--- config.mk ---
export PLATFORM = sky130hd
export DESIGN_NAME = uart_rx
export DESIGN_NICKNAME = d
export VERILOG_FILES = /design/src/rtl/uart_rx.sv
export SDC_FILE = /design/constraint.sdc
export NUM_CORES = 1
export LEC_CHECK = 0
export BUFFER_PORTS_ARGS = -buffer_cell sky130_fd_sc_hd__buf_2
export CAP_MARGIN = 30
export CORE_UTILIZATION = 45
export DETAILED_ROUTE_END_ITERATION = 12
export GPL_ROUTABILITY_DRIVEN = 1
export PLACE_DENSITY = 0.78
export SLEW_MARGIN = 40
export SYNTH_ARGS = -nofsm -noshare
export SYNTH_HDL_FRONTEND = slang
export SYNTH_SLANG_ARGS = --single-unit
--- constraint.sdc ---
create_clock -name clk -period 3.6 [get_ports clk]
set_clock_uncertainty 0.05 [all_clocks]
set_input_delay 0.18 -clock clk [delete_from_list [all_inputs] [get_ports clk]]
set_output_delay 0.18 -clock clk [all_outputs]
set_load 0.05 [all_outputs]
--- src/rtl/uart_rx.sv ---
// uart_rx: memory-mapped UART receiver (start, 8 data LSB first, parity, 1/2 stop).
// Ports: clk, reset (async low), addr/wr_data/wr_en/rd_en/rd_data bus, Rx_in, rx_valid. Option: UART_RX_SYNC_EN.
module uart_rx #(
  parameter int unsigned FIFO_DEPTH = 8,
  parameter logic [31:0] DATA_ADDR  = 32'h10,
  parameter logic [31:0] BAUD_ADDR  = 32'h14,
  parameter logic [31:0] CTRL_ADDR  = 32'h18,
  parameter logic [31:0] STAT_ADDR  = 32'h1C
) (
  input  logic        clk,
  input  logic        reset,
  input  logic [31:0] addr,
  input  logic [31:0] wr_data,
  input  logic        wr_en,
  input  logic        rd_en,
  output logic [31:0] rd_data,
  input  logic        Rx_in,
  output logic        rx_valid
);

  localparam int unsigned AW = $clog2(FIFO_DEPTH);
  localparam int unsigned CW = AW + 1;

  typedef enum logic [2:0] {
    IDLE, START, DATA, PARITY, STOP1, STOP2
  } state_t;

  state_t state, state_nx;

  logic [13:0]   baud_div;
  logic          rx_en_r, two_stop_r, odd_par_r;
  logic [13:0]   cnt;
  logic [2:0]    bit_idx;
  logic [7:0]    shift;
  logic          pe_pending, stop_bad;
  logic          frame_err, parity_err, overrun;
  logic [7:0]    mem [FIFO_DEPTH];
  logic [AW-1:0] wr_ptr, rd_ptr;
  logic [CW-1:0] fifo_count;
  logic          rx_s;

  logic baud_eq, half_eq;
  logic frm_start, shift_en, par_chk, stop1_smp, done;
  logic full, empty, pop, push, stat_rd;
  logic stop_ok, frame_ok, exp_par;
  logic [3:0] cnt4;
  logic unused;

`ifdef UART_RX_SYNC_EN
  logic [1:0] sync;
  always_ff @(posedge clk or negedge reset) begin
    if (!reset) sync <= 2'b11;
    else        sync <= {sync[0], Rx_in};
  end
  assign rx_s = sync[1];
`else
  assign rx_s = Rx_in;
`endif

  assign unused  = ^{wr_data[31:14]};
  assign baud_eq = cnt == baud_div;
  assign half_eq = cnt == (baud_div >> 1);
  assign full    = fifo_count == CW'(FIFO_DEPTH);
  assign empty   = fifo_count == '0;
  assign cnt4    = 4'(fifo_count);
  assign rx_valid = !empty;
  assign pop     = rd_en && addr == DATA_ADDR && !empty;
  assign stat_rd = rd_en && addr == STAT_ADDR;
  assign exp_par = odd_par_r ? ~^shift : ^shift;
  // STOP2 completion also needs the first stop sample to have been high
  assign stop_ok  = rx_s && !(state == STOP2 && stop_bad);
  assign frame_ok = done && stop_ok;
  assign push     = frame_ok && (!full || pop);

  always_comb begin
    state_nx  = state;
    frm_start = 1'b0;
    shift_en  = 1'b0;
    par_chk   = 1'b0;
    stop1_smp = 1'b0;
    done      = 1'b0;
    if (!rx_en_r) begin
      state_nx = IDLE;
    end else begin
      unique case (state)
        IDLE: if (baud_div != '0 && !rx_s) begin
          state_nx  = START;
          frm_start = 1'b1;
        end
        START: if (half_eq) state_nx = rx_s ? IDLE : DATA;
        DATA: if (baud_eq) begin
          shift_en = 1'b1;
          if (bit_idx == 3'd7) state_nx = PARITY;
        end
        PARITY: if (baud_eq) begin
          par_chk  = 1'b1;
          state_nx = STOP1;
        end
        STOP1: if (baud_eq) begin
          stop1_smp = 1'b1;
          if (two_stop_r) state_nx = STOP2;
          else begin
            done     = 1'b1;
            state_nx = IDLE;
          end
        end
        STOP2: if (baud_eq) begin
          done     = 1'b1;
          state_nx = IDLE;
        end
        default: state_nx = IDLE;
      endcase
    end
  end

  always_ff @(posedge clk or negedge reset) begin
    if (!reset) state <= IDLE;
    else        state <= state_nx;
  end

  always_ff @(posedge clk or negedge reset) begin
    if (!reset) begin
      baud_div   <= '0;
      rx_en_r    <= 1'b0;
      two_stop_r <= 1'b0;
      odd_par_r  <= 1'b0;
    end else if (wr_en) begin
      if (addr == BAUD_ADDR) baud_div <= wr_data[13:0];
      if (addr == CTRL_ADDR) begin
        rx_en_r    <= wr_data[0];
        two_stop_r <= wr_data[1];
        odd_par_r  <= wr_data[2];
      end
    end
  end

  always_ff @(posedge clk or negedge reset) begin
    if (!reset) begin
      cnt        <= '0;
      bit_idx    <= '0;
      shift      <= '0;
      pe_pending <= 1'b0;
      stop_bad   <= 1'b0;
    end else begin
      cnt <= (state_nx != state || baud_eq) ? '0 : cnt + 14'd1;
      if (frm_start) begin
        bit_idx    <= '0;
        pe_pending <= 1'b0;
        stop_bad   <= 1'b0;
      end
      if (shift_en) begin
        shift   <= {rx_s, shift[7:1]};
        bit_idx <= bit_idx + 3'd1;
      end
      if (par_chk && rx_s != exp_par) pe_pending <= 1'b1;
      if (stop1_smp && !rx_s) stop_bad <= 1'b1;
    end
  end

  // a flag raised this cycle wins over a status-read clear
  always_ff @(posedge clk or negedge reset) begin
    if (!reset) begin
      frame_err  <= 1'b0;
      parity_err <= 1'b0;
      overrun    <= 1'b0;
    end else begin
      frame_err  <= (done && !stop_ok) | (frame_err & ~stat_rd);
      parity_err <= (frame_ok && pe_pending) | (parity_err & ~stat_rd);
      overrun    <= (frame_ok && full && !pop) | (overrun & ~stat_rd);
    end
  end

  always_ff @(posedge clk) begin
    if (push) mem[wr_ptr] <= shift;
  end

  always_ff @(posedge clk or negedge reset) begin
    if (!reset) begin
      wr_ptr     <= '0;
      rd_ptr     <= '0;
      fifo_count <= '0;
    end else begin
      if (push) wr_ptr <= wr_ptr + AW'(1);
      if (pop)  rd_ptr <= rd_ptr + AW'(1);
      if (push && !pop)      fifo_count <= fifo_count + CW'(1);
      else if (pop && !push) fifo_count <= fifo_count - CW'(1);
    end
  end

  always_comb begin
    rd_data = '0;
    if (rd_en) begin
      unique case (1'b1)
        addr == DATA_ADDR: rd_data = empty ? '0 : {24'b0, mem[rd_ptr]};
        addr == BAUD_ADDR: rd_data = {18'b0, baud_div};
        addr == CTRL_ADDR: rd_data = {29'b0, odd_par_r, two_stop_r, rx_en_r};
        addr == STAT_ADDR:
          rd_data = {23'b0, frame_err, parity_err, overrun, full, empty, cnt4};
        default: rd_data = '0;
      endcase
    end
  end

endmodule

Yosys cells after proc, flatten, opt, wreduce, memory -nomap -nowiden. Memory sizes are Yosys's and may differ from the RTL's. Cells that the tools add are included.

Add/subtract/negate cells: 6. Equality and inequality tests: 15. Muxes and demuxes: 39. Bitwise gates (word level): 7. Reductions and logical operators: 36.

Operator list (number): 32-bit by 5-bit equality test with 1-bit output, second input constant (4); 14-bit case mux with 4 select lines (1); 3-bit two-way mux (11); 14-bit two-way mux (2); 1-bit two-way mux (19); 3-bit case mux with 6 select lines (1); 1-bit logical AND (16); 14-bit by 1-bit adder with 14-bit output, second input constant (1); 14-bit by 13-bit equality test with 1-bit output (1); 14-bit equality test (1); 14-bit nonzero test (1); 3-bit by 1-bit adder with 3-bit output, second input constant (3); 3-bit equality test, second input constant (3); 4-bit two-way mux (2); 8-bit two-way mux (1); 2-bit nonzero test (4); 8-bit XNOR reduction (1); 8-bit parity (1); 1-bit zero test (7); 3-bit by 2-bit equality test with 1-bit output, second input constant (2); 4-bit by 1-bit adder with 4-bit output, second input constant (1); 4-bit equality test, second input constant (1); 4-bit zero test (1); 2-bit AND reduction (2); 11 further kinds (16).

Flip-flop bits (word level): 60. Bits in writable memories: 64. Input port bits: 69. Output and inout port bits: 33. Word-level logic and storage cells: 120. Memories kept: 1.

Memories: mem (depth 8, bits a word 8, read ports 1, clocked after Yosys merged registers in 0, write ports 1, RTL line 37) `logic [7:0] mem [FIFO_DEPTH];`.

Logic depth before layout (Yosys ltp). Gate-level depths: netlist (run 1).

Word-level depth: 10. Depth in mapped cells: 15. Depth with buffers taken out: 14.

Least setup slack after synthesis (run 1). OpenSTA, ideal clock, no wires.

Path type: register to register. Start point: register cnt[2]. End point: register fifo_count[3], in the netlist cnt4[3]. Library setup time: 0.125 ns. Data arrival time: 2.863 ns. Required time: 3.425 ns. Slack: 0.562 ns. Cell stages (with the launch flop): 16. Buffers on the path: 1. Clock period less this slack: 3.038 ns. Cell sequence: dfrtp_1 -> buf_6 -> xnor2_1 -> nand4_1 -> nor4_4 -> and4bb_2 -> nand2_1 -> inv_1 -> ha_1 -> inv_1 -> ha_1 -> a21o_1 -> a21oi_1 -> xnor2_1 -> nor2_1 -> xor2_1.

Word-level cells in the longest chain between the ends: 9. Elaborated cells between the ends (all ways): 12. Those cells by class: eq/ne (1); mux (5); reduce/logical (6).

Ends and longest elaborated chain: start, declared (RTL line 32) `logic [13:0] cnt;`; start signal, assigned (RTL line 145) `cnt <= (state_nx != state || baud_eq) ? '0 : cnt + 14'd1;`; 14-bit equality test (*) (RTL line 61) `assign baud_eq = cnt == baud_div;`; 1-bit two-way mux, on equally long branches (RTL line 107, 99); 1-bit case mux with 2 select lines (*) (RTL line 85) `unique case (state)`; 1-bit two-way mux (*) (RTL line 82) `if (!rx_en_r) begin`; 1-bit logical AND (*) (RTL line 72) `assign frame_ok = done && stop_ok;`; 1-bit logical AND (*) (RTL line 73) `assign push = frame_ok && (!full || pop);`; named net push (RTL line 44) `logic full, empty, pop, push, stat_rd;`; 1-bit zero test (RTL line 186) `else if (pop && !push) fifo_count <= fifo_count - CW'(1);`; 1-bit logical AND (RTL line 186); 2-bit nonzero test (no source line); end signal, assigned (RTL line 185) `if (push && !pop) fifo_count <= fifo_count + CW'(1);`; end signal, assigned (RTL line 186); end, declared (RTL line 39) `logic [CW-1:0] fifo_count;`.

The timed path passes the listed nets; every way through them passes the cells marked *. A chain may end at the register's enable or synchronous reset.

Final worst setup path (run 1). Ends and elaborated chain as after synthesis.

==> impl_metrics.ini, run 1 <==
[worst_setup_path]
crit_buf_inv = 2
required_ns = 3.85
crit_type = reg -> reg
r2r-start = cnt[2]
setup.worst_path.end_class = flop
setup.worst_path.start_class = flop
worstPathMaxFanout = 7
crit_family = simple AND/OR/NAND/NOR gates
max_stage_delay_ns = 0.50
crit_arrival_ns = 3.53
reg2reg_depth = 14
r2r_slack_ns = 0.33
crit_slowest_cell = dfrtp_1
cp_cell_sequence = xnor2_1, nand4_1, nor4_4, and4bb_2, nand2_1, inv_1, ha_1, inv_1, ha_1, a21o_1, a21oi_1, xnor2_1, nor2_1, xor2_1
reg2reg_to = cnt4[3]

[timing]
finalHoldViolations = 0
post-route-period-util_pct = 90.9
fin_setup_tns_ns = 0
worst_pin_slew_ns = 0.805
setup_viol = 0
holdWs_ns = 0.109
timing.fmax_mhz = 306
final.min_clock_period_ns = 3.27
slew_violations = 0
setup_ws_ns = 0.328
maxSlewHeadroom_pct = 46.4
rsz0062_at_grt = false

[cells_and_area]
diodes = 0
drive_above_1_share_pct = 29.4
syn_to_final_growth_pct = 19.7
layout.nets = 660
final_core_util_pct = 56.1

[clock_tree]
post_cts_resize_count = 0
root_buffer = clkbuf_16
clk_pin_slew_ns = 0.06
clock_latency_ns = 0.42
cts_buffers = 17
cts_sinks = 124
cts_tree = built
cts.path.max_buffers = 2
cts_setup_buffers = 0
htree_num_levels = 4

[global_routing]
grt_pass1_wl_mm = 23.7
antenna_found_initial = 0
grt_pass1_vias = 4549
track_usage_pct = 21.9
grt_max_degree = 42
grt_overflow = 0

[yosys]
synth_cells = 493
synthesis.area_um2 = 6310
yosysUniqueCellTypes = 48
yosysWarnings = 0
synth.avg_cell_area_um2 = 12.8
netlist_top_cells_area = edfxtp_1 30%, dfrtp_1 24%, mux2_2 6.8%
synth_edf_count = 64
async_reset_ff_share_pct = 48.4
synth_ff_type = edfxtp_1
yosysTopAreaCellShare_pct = 30.5
ys_ff_latch = 124
synth_top_area_cell = edfxtp_1
yosysSeqAreaShare_pct = 54.3

[detailed_routing]
first_iter_violations = 505
final_antenna_net_count = 0
drc = 0
wl_per_cell_um = 19.2
route.final.wire_length_mm = 14.8
drt_first_pass_iters = 6
wl_met2_mm = 7.12
dr_wl_met3_mm = 1.03
vias = 4449
via_per_inst = 5.77
m1WireLength_mm = 6.17
route.top_layer_used = met4

[pwr]
p_clk_share_pct = 51.0
comb_power_share_pct = 3.9
peakVddDrop_mv = 0.321
p_int_mw = 2.53
sw_frac_of_total_pct = 23.7
static-leakage-power_nw = 3.33
switching_power_mw = 0.787
pwr-share-seq_pct = 45.1
power_density_nw_per_um2 = 439

[status]
status = complete, no violations

[min_path]
min_to = rd_ptr[2]
hold_depth = 3
hold_start = rd_en
worstHoldPathType = in -> reg

[die]
die_height_um = 120
coreArea_um2 = 13500
io_pins = 102
fp-row-count = 42
die_w_um = 120
start_util_pct = 46.9
die_area_um2 = 14500

[placement]
place_ws_ns = 0.449
port_buffers = 65
dp_hpwl_mm = 9.68
place.gp.congestion = 0.901

[flow_run]
maxCapViolCount = 0
-- cells by family after synthesis --
| kind of cell | after synthesis | synth area share [%] |
|---|---|---|
| and+or+nand+nor | 150 | 12.5 |
| DFF | 124 | 54.3 |
| muxes | 68 | 14.7 |
| xor gates and xnor gates | 56 | 7.78 |
| buffers and inverters | 52 | 4.48 |
| AOI/OAI and AO/OA | 33 | 4.23 |
| adders and majority gates | 9 | 1.90 |
| other | 1 | 0.0595 |
-- routing by layer --
layer  up-vias  GRT usage [%]
met2       209           35.9
met5         -              0
met4         0           9.34
met1      2210           27.2
li1       1980              -
met3        50           6.18
-- tightest hold or removal path, delay by kind of cell --
kind	cells	cell delay (ns)
buf+inv	1	0.18
simple gates	1	0.11
xor+xnor	1	0.06
-- registers in the layout, summed over array words and instances, names as in the netlist --
signal	flops
frame_err	1
baud_div	14
wr_ptr	3
state	3
rd_ptr	3
mem	64
shift	8
stop_bad	1
odd_par_r	1
cnt4	4
cnt	14
overrun	1
parity_err	1
pe_pending	1
two_stop_r	1
rx_en_r	1
bit_idx	3
-- layout make-up --
cell class                      count  area [µm²]
Tap cell                          176         220
Inverter                            9        33.8
Sequential cell                   124        3420
Timing Repair Buffer               96         601
Clock inverter                     14         150
Clock buffer                       18         439
Fill cell                        1036        5900
Multi-Input combinational cell    334        2680
-- what timing repair did --
item                                    CTS  global route
endpoints found under the setup margin    0             0
endpoints found under the hold margin    58             0
hold buffers                             16             0
-- layout by cell type, fill, tap and decap left out, types with 3 or more instances in the layout --
master	instances
a222oi_1	8
and2_1	3
and3_1	10
buf_2	64
buf_4	16
clkbuf_16	17
clkinv_4	3
conb_1	18
dfrtp_1	60
dlygate4sd3_1	16
edfxtp_1	64
ha_1	8
inv_1	9
inv_6	6
inv_8	3
mux2_2	38
mux2i_1	14
mux4_2	16
nand2_1	24
nand2b_1	3
nand3_1	39
nand3b_1	3
nand4_1	11
nor2_1	29
nor2b_1	3
nor3_1	4
nor4_1	11
o21ai_0	8
xnor2_1	48
xor2_1	8
-- power by group through the flow --
stage | logic, mW | clock network (mW) | registers (mW)
6_report | 0.131 | 1.69 | 1.49
5_1_grt | 0.142 | 1.77 | 1.49
4_1_cts | 0.131 | 1.70 | 1.49
3_5_place_dp | 0.116 | 0 | 1.52
3_3_place_gp | 0.113 | 0 | 1.52
2_1_floorplan | 0.0796 | 0 | 1.52
-- synthesized netlist by cell type (3+ instances only) --
master and n:
nand3b_1 3, clkbuf_1 18, ha_1 8, mux4_2 16, nor2b_1 3, buf_4 18
nand3_1 39, mux2_2 38, nand2b_1 3, xor2_1 8, nor2_1 29, nor4_1 11
nand2_1 24, a222oi_1 8, o21ai_0 8, xnor2_1 48, buf_2 4, mux2i_1 14
nand4_1 11, and2_1 3, inv_1 9, edfxtp_1 64, nor3_1 4, dfrtp_1 60
and3_1 10
-- worst max path at each step --
stage	from	to	depth (start not counted)
finish	cnt[2]	cnt4[3]	14
global route	cnt4[0]	cnt4[3]	15
CTS	cnt4[0]	cnt4[3]	15
detailed placement	cnt[2]	cnt4[3]	14
global placement	cnt[2]	cnt4[3]	14
floorplan	cnt[2]	cnt4[3]	15
-- stage by stage --
step	total power, mW	instance area (µm²)	cells
floorplan	1.60	6370	510
global placement	1.63	6790	723
detailed placement	1.64	6800	723
CTS	3.33	7550	771
global route	3.41	7550	771
finish	3.32	7550	771
Power figures use the tool's default switching activity.
==> inputs of run 2 (changes only) <==
--- a/config.mk
+++ b/config.mk
@@ -7,10 +7,12 @@
 export LEC_CHECK = 0
 export BUFFER_PORTS_ARGS = -buffer_cell sky130_fd_sc_hd__buf_2
 export CAP_MARGIN = 30
+export CELL_PAD_IN_SITES_DETAIL_PLACEMENT = 0
+export CELL_PAD_IN_SITES_GLOBAL_PLACEMENT = 1
 export CORE_UTILIZATION = 45
 export DETAILED_ROUTE_END_ITERATION = 12
 export GPL_ROUTABILITY_DRIVEN = 1
-export PLACE_DENSITY = 0.78
+export PLACE_DENSITY = 0.91
 export SLEW_MARGIN = 40
 export SYNTH_ARGS = -nofsm -noshare
 export SYNTH_HDL_FRONTEND = slang
==> run 2 against run 1 <==
Against the previous run:
- wire length down 5.1%
- final cell count up 0.13%
- sequential share of layout area down 0.16 points
- via count down 3.6%
- cell area up 0.35%
- die area unchanged
- critical path type unchanged
==> impl_metrics.ini, run 2 (synthesized netlist as in run 1, its figures left out) <==
[clock_tree]
cts.path.max_buffers = 2
cts_sinks = 124
clk_pin_slew_ns = 0.06
cts_tree = built
clock_latency_ns = 0.42
root_buffer = clkbuf_16
cts_setup_buffers = 0
cts_buffers = 17
post_cts_resize_count = 0
htree_num_levels = 4

[worst_setup_path]
cp_cell_sequence = xnor2_1, nand4_1, nor4_4, and4bb_2, nand2_1, inv_1, ha_1, inv_1, ha_1, a21o_1, a21oi_1, xnor2_1, nor2_1, xor2_1
crit_arrival_ns = 3.45
setup.worst_path.end_class = flop
crit_slowest_cell = dfrtp_1
setup.worst_path.start_class = flop
worstPathMaxFanout = 7
required_ns = 3.85
crit_type = reg -> reg
crit_family = simple AND/OR/NAND/NOR gates
crit_buf_inv = 2
max_stage_delay_ns = 0.47

[global_routing]
antenna_found_initial = 1
grt_max_degree = 43
track_usage_pct = 20.7
grt_overflow = 0
grt_pass1_vias = 4344
grt_pass1_wl_mm = 22.3

[placement]
port_buffers = 65
dp_hpwl_mm = 9.71
place.gp.congestion = 0.850
placed_cell_area_um2 = 6800

[timing]
slew_violations = 0
rsz0062_at_grt = false
setup_viol = 0
maxSlewHeadroom_pct = 46.5
fin_setup_tns_ns = 0
final.min_clock_period_ns = 3.20
post-route-period-util_pct = 89.0
worst_pin_slew_ns = 0.802
timing.fmax_mhz = 312
finalHoldViolations = 0

[die]
io_pins = 102
coreArea_um2 = 13500
die_height_um = 120
fp-row-count = 42
start_util_pct = 46.9
die_area_um2 = 14500
die_w_um = 120

[detailed_routing]
drc = 0
wl_per_cell_um = 18.2
via_per_inst = 5.55
drt_first_pass_iters = 6
first_iter_violations = 325
route.final.wire_length_mm = 14.0
final_antenna_net_count = 0
vias = 4287

[pwr]
power_density_nw_per_um2 = 446
static-leakage-power_nw = 3.33
peakVddDrop_mv = 0.403
totalPowerFinal_mw = 3.38

[min_path]
worstHoldPathType = in -> reg

[cells_and_area]
largest_reg_flops = 64
diodes = 0
mostFrequentLayoutCells = 64 x buf_2, 64 x edfxtp_1, 60 x dfrtp_1
reg.largest.list = mem: 64 flops, baud_div: 14 flops, cnt: 14 flops
drive_above_1_share_pct = 29.2
fin_area_um2 = 7580
largest-register = mem
syn_to_final_growth_pct = 20.2
layout.nets = 661

[flow_run]
maxCapViolCount = 0

[status]
status = complete, no violations
## run 2: changes by cell type in the layout (fill, tap and decap cells not counted), sizes merged
cell,previous run,this run
inv,18,15
bufinv,1,3
clkinvlp,1,3
buf,80,81
clkinv,3,2
## run 2: per-layer routing
| metal | GRT usage, % | share of wire (%) | vias up |
|---|---|---|---|
| met4 | 7.25 | 1.7 | 0 |
| met2 | 35.2 | 49 | 166 |
| met3 | 6.37 | 6.7 | 22 |
| met5 | 0 | 0 | - |
| li1 | - | - | 1984 |
| met1 | 24.8 | 42 | 2115 |
## run 2: worst min-delay path: stages
cell and delay [ns]:
buf_2 0.18, nand3_1 0.12, xnor2_1 0.06
## run 2: path summary, 6_finish.rpt
kind	from	endpoint	slack (ns)	depth (start not counted)
setup reg to reg	cnt[2]	cnt4[3]	0.40	14
min in group asynchronous	reset	shift[3]	0.24	2
max in group asynchronous	reset	cnt[4]	2.56	3
setup / recovery	cnt[2]	cnt4[3]	0.40	14
hold reg to reg	pe_pending	pe_pending	0.45	2
hold / removal	rd_en	rd_ptr[2]	0.11	3
## run 2: area by class of cell
| type | count | area (µm²) |
|---|---|---|
| inverter | 9 | 33.8 |
| timing repair buffer | 97 | 608 |
| fill | 1049 | 5880 |
| clock inverter | 14 | 185 |
| sequential | 124 | 3420 |
| multi-input combinational | 334 | 2680 |
| clock buffer | 18 | 429 |
| tap | 176 | 220 |
## run 2: what timing repair did
item / in CTS / in global routing
hold buffers: 16 / 0
hold endpoints to repair: 59 / 0
setup endpoints to repair: 0 / 0
## run 2: where the power goes
part | switching, mW | internal [mW] | leakage [nW]
Sequential | 0.00566 | 1.49 | 1.50
Combinational | 0.0846 | 0.0447 | 1.54
Clock | 0.654 | 1.10 | 0.290
## run 2: metrics by stage
stage               cells  hold slack, ns  utilization, %  setup slack (ns)
floorplan             510          -0.166               -             0.562
global placement      724           0.366            50.5             0.481
detailed placement    724           0.176            50.6             0.401
CTS                   772          0.0974            56.3             0.362
global route          772           0.121            56.3             0.123
finish                772           0.113            56.3             0.396
==> inputs of run 3 (changes only) <==
--- a/config.mk
+++ b/config.mk
@@ -10,9 +10,12 @@
 export CELL_PAD_IN_SITES_DETAIL_PLACEMENT = 0
 export CELL_PAD_IN_SITES_GLOBAL_PLACEMENT = 1
 export CORE_UTILIZATION = 45
+export CTS_CLUSTER_DIAMETER = 60
 export DETAILED_ROUTE_END_ITERATION = 12
 export GPL_ROUTABILITY_DRIVEN = 1
 export PLACE_DENSITY = 0.91
+export REMOVE_ABC_BUFFERS = 1
+export SKIP_CTS_REPAIR_TIMING = 1
 export SLEW_MARGIN = 40
 export SYNTH_ARGS = -nofsm -noshare
 export SYNTH_HDL_FRONTEND = slang
==> run 3 against run 2 <==
Against the previous run:
- the flow now finishes with violations (negative hold slack)
- final cell count grew 0.26%
- sequential power is essentially flat
- first-iteration DRC count grew 54%
- flip-flop and latch count is the same
- cell area shrank 0.12%
- worst setup slack gained 0.0027 ns
==> impl_metrics.ini, run 3 (synthesized netlist as in run 1, its figures left out) <==
[status]
status = finished, violations left
violations = negative hold slack

[global_routing]
grt_pass1_wl_mm = 22.4
grt_pass1_vias = 4183
grt_max_degree = 34
track_usage_pct = 20.9
grt_overflow = 0
antenna_found_initial = 1

[detailed_routing]
first_iter_violations = 501
via_per_inst = 5.55
final_antenna_net_count = 0
drc = 0
wl_per_cell_um = 18.4
route.final.wire_length_mm = 14.3
vias = 4295
drt_first_pass_iters = 7

[timing]
setup_ws_ns = 0.399
final.min_clock_period_ns = 3.20
worst_pin_slew_ns = 0.793
rsz0062_at_grt = false
maxSlewHeadroom_pct = 47.1
setup_viol = 0
slew_violations = 0
holdWs_ns = -0.0178
post-route-period-util_pct = 88.9
timing.fmax_mhz = 312
finalHoldViolations = 1
fin_setup_tns_ns = 0

[pwr]
peakVddDrop_mv = 0.431
power_density_nw_per_um2 = 442
static-leakage-power_nw = 3.35

[placement]
place_ws_ns = 0.410
dp_hpwl_mm = 9.92
port_buffers = 65
place.gp.congestion = 0.901
dp_cells = 727

[cells_and_area]
reg.largest.list = mem: 64 flops, baud_div: 14 flops, cnt: 14 flops
layout.nets = 663
largest-register = mem
layout_commonest_cell = buf_2
drive_above_1_share_pct = 29.6
largest_reg_flops = 64
mostFrequentLayoutCells = 65 x buf_2, 64 x edfxtp_1, 60 x dfrtp_1
n_fill_cell = 1085
instances_no_fill = 774
diodes = 0
syn_to_final_growth_pct = 20.0

[worst_setup_path]
crit_family = simple AND/OR/NAND/NOR gates
setup.worst_path.end_class = flop
crit_path_start = cnt[2]
r2r-start = cnt[2]
crit_slowest_cell = dfrtp_1
crit_buf_inv = 2
max_stage_delay_ns = 0.50
setup.worst_path.start_class = flop
crit_type = reg -> reg
required_ns = 3.85
cp_cell_sequence = xnor2_1, nand4_1, nor4_4, and4bb_2, nand2_1, inv_1, ha_1, inv_1, ha_1, a21o_1, a21oi_1, xnor2_1, nor2_1, xor2_1
crit_arrival_ns = 3.45
worstPathMaxFanout = 7

[die]
die_w_um = 120
die_area_um2 = 14500
fp-row-count = 42
coreArea_um2 = 13500
die_height_um = 120
start_util_pct = 46.9
io_pins = 102

[clock_tree]
cts_sinks = 124
cts.path.max_buffers = 2
cts_buffers = 17
htree_num_levels = 4
clk_pin_slew_ns = 0.06
clock_latency_ns = 0.42
cts_tree = built
root_buffer = clkbuf_16

[min_path]
worstHoldPathType = in -> reg
hold_start = Rx_in

[flow_run]
maxCapViolCount = 0
## run 3: cell types whose count changed in the layout (fill, tap and decap cells not counted), moves of 2 or more
cell	before	now
buf_4	17	19
clkinv_4	2	4
clkinvlp_4	3	1
inv_8	1	3
## run 3: layer usage
layer / GRT usage [%] / vias up / share of wire, %
li1: - / 1984 / -
met1: 27.8 / 2102 / 43
met2: 32.9 / 198 / 49
met3: 4.95 / 11 / 7.8
met4: 8.33 / 0 / 1.1
met5: 0 / - / 0
## run 3: worst paths after layout
| check | cells after the start | endpoint | slack [ns] |
|---|---|---|---|
| worst max-delay path | 14 | cnt4[3] | 0.40 |
| worst min-delay path | 2 | stop_bad | -0.02 |
| worst max register to register | 14 | cnt4[3] | 0.40 |
| worst min register to register | 2 | stop_bad | 0.44 |
| max in group asynchronous | 3 | cnt[10] | 2.31 |
| min in group asynchronous | 2 | cnt[6] | 0.28 |
## run 3: final cells by class
type                            count  area (µm²)  share of cell area, %
Sequential cell                   124        3420                   45.2
Multi-Input combinational cell    334        2670                   35.3
Timing Repair Buffer               99         618                   8.17
Clock buffer                       17         425                   5.62
Tap cell                          176         220                   2.91
Clock inverter                     15         176                   2.33
Inverter                            9        33.8                  0.446
## run 3: per-stage QoR
step	total power, mW	hold slack [ns]	area (µm²)	utilization, %
after global placement	1.63	0.180	6820	50.7
final	3.35	-0.0178	7570	56.3
after global routing	3.44	0.00487	7570	56.3
after floorplan	1.58	-0.166	6120	-
after detailed placement	1.64	0.198	6820	50.7
after CTS	3.36	-0.245	7420	55.1
## run 3: power by group
group / switching, mW / internal (mW) / total (mW)
combinational: 0.0855 / 0.0436 / 0.129
clock: 0.683 / 1.04 / 1.73
sequential: 0.00551 / 1.49 / 1.49
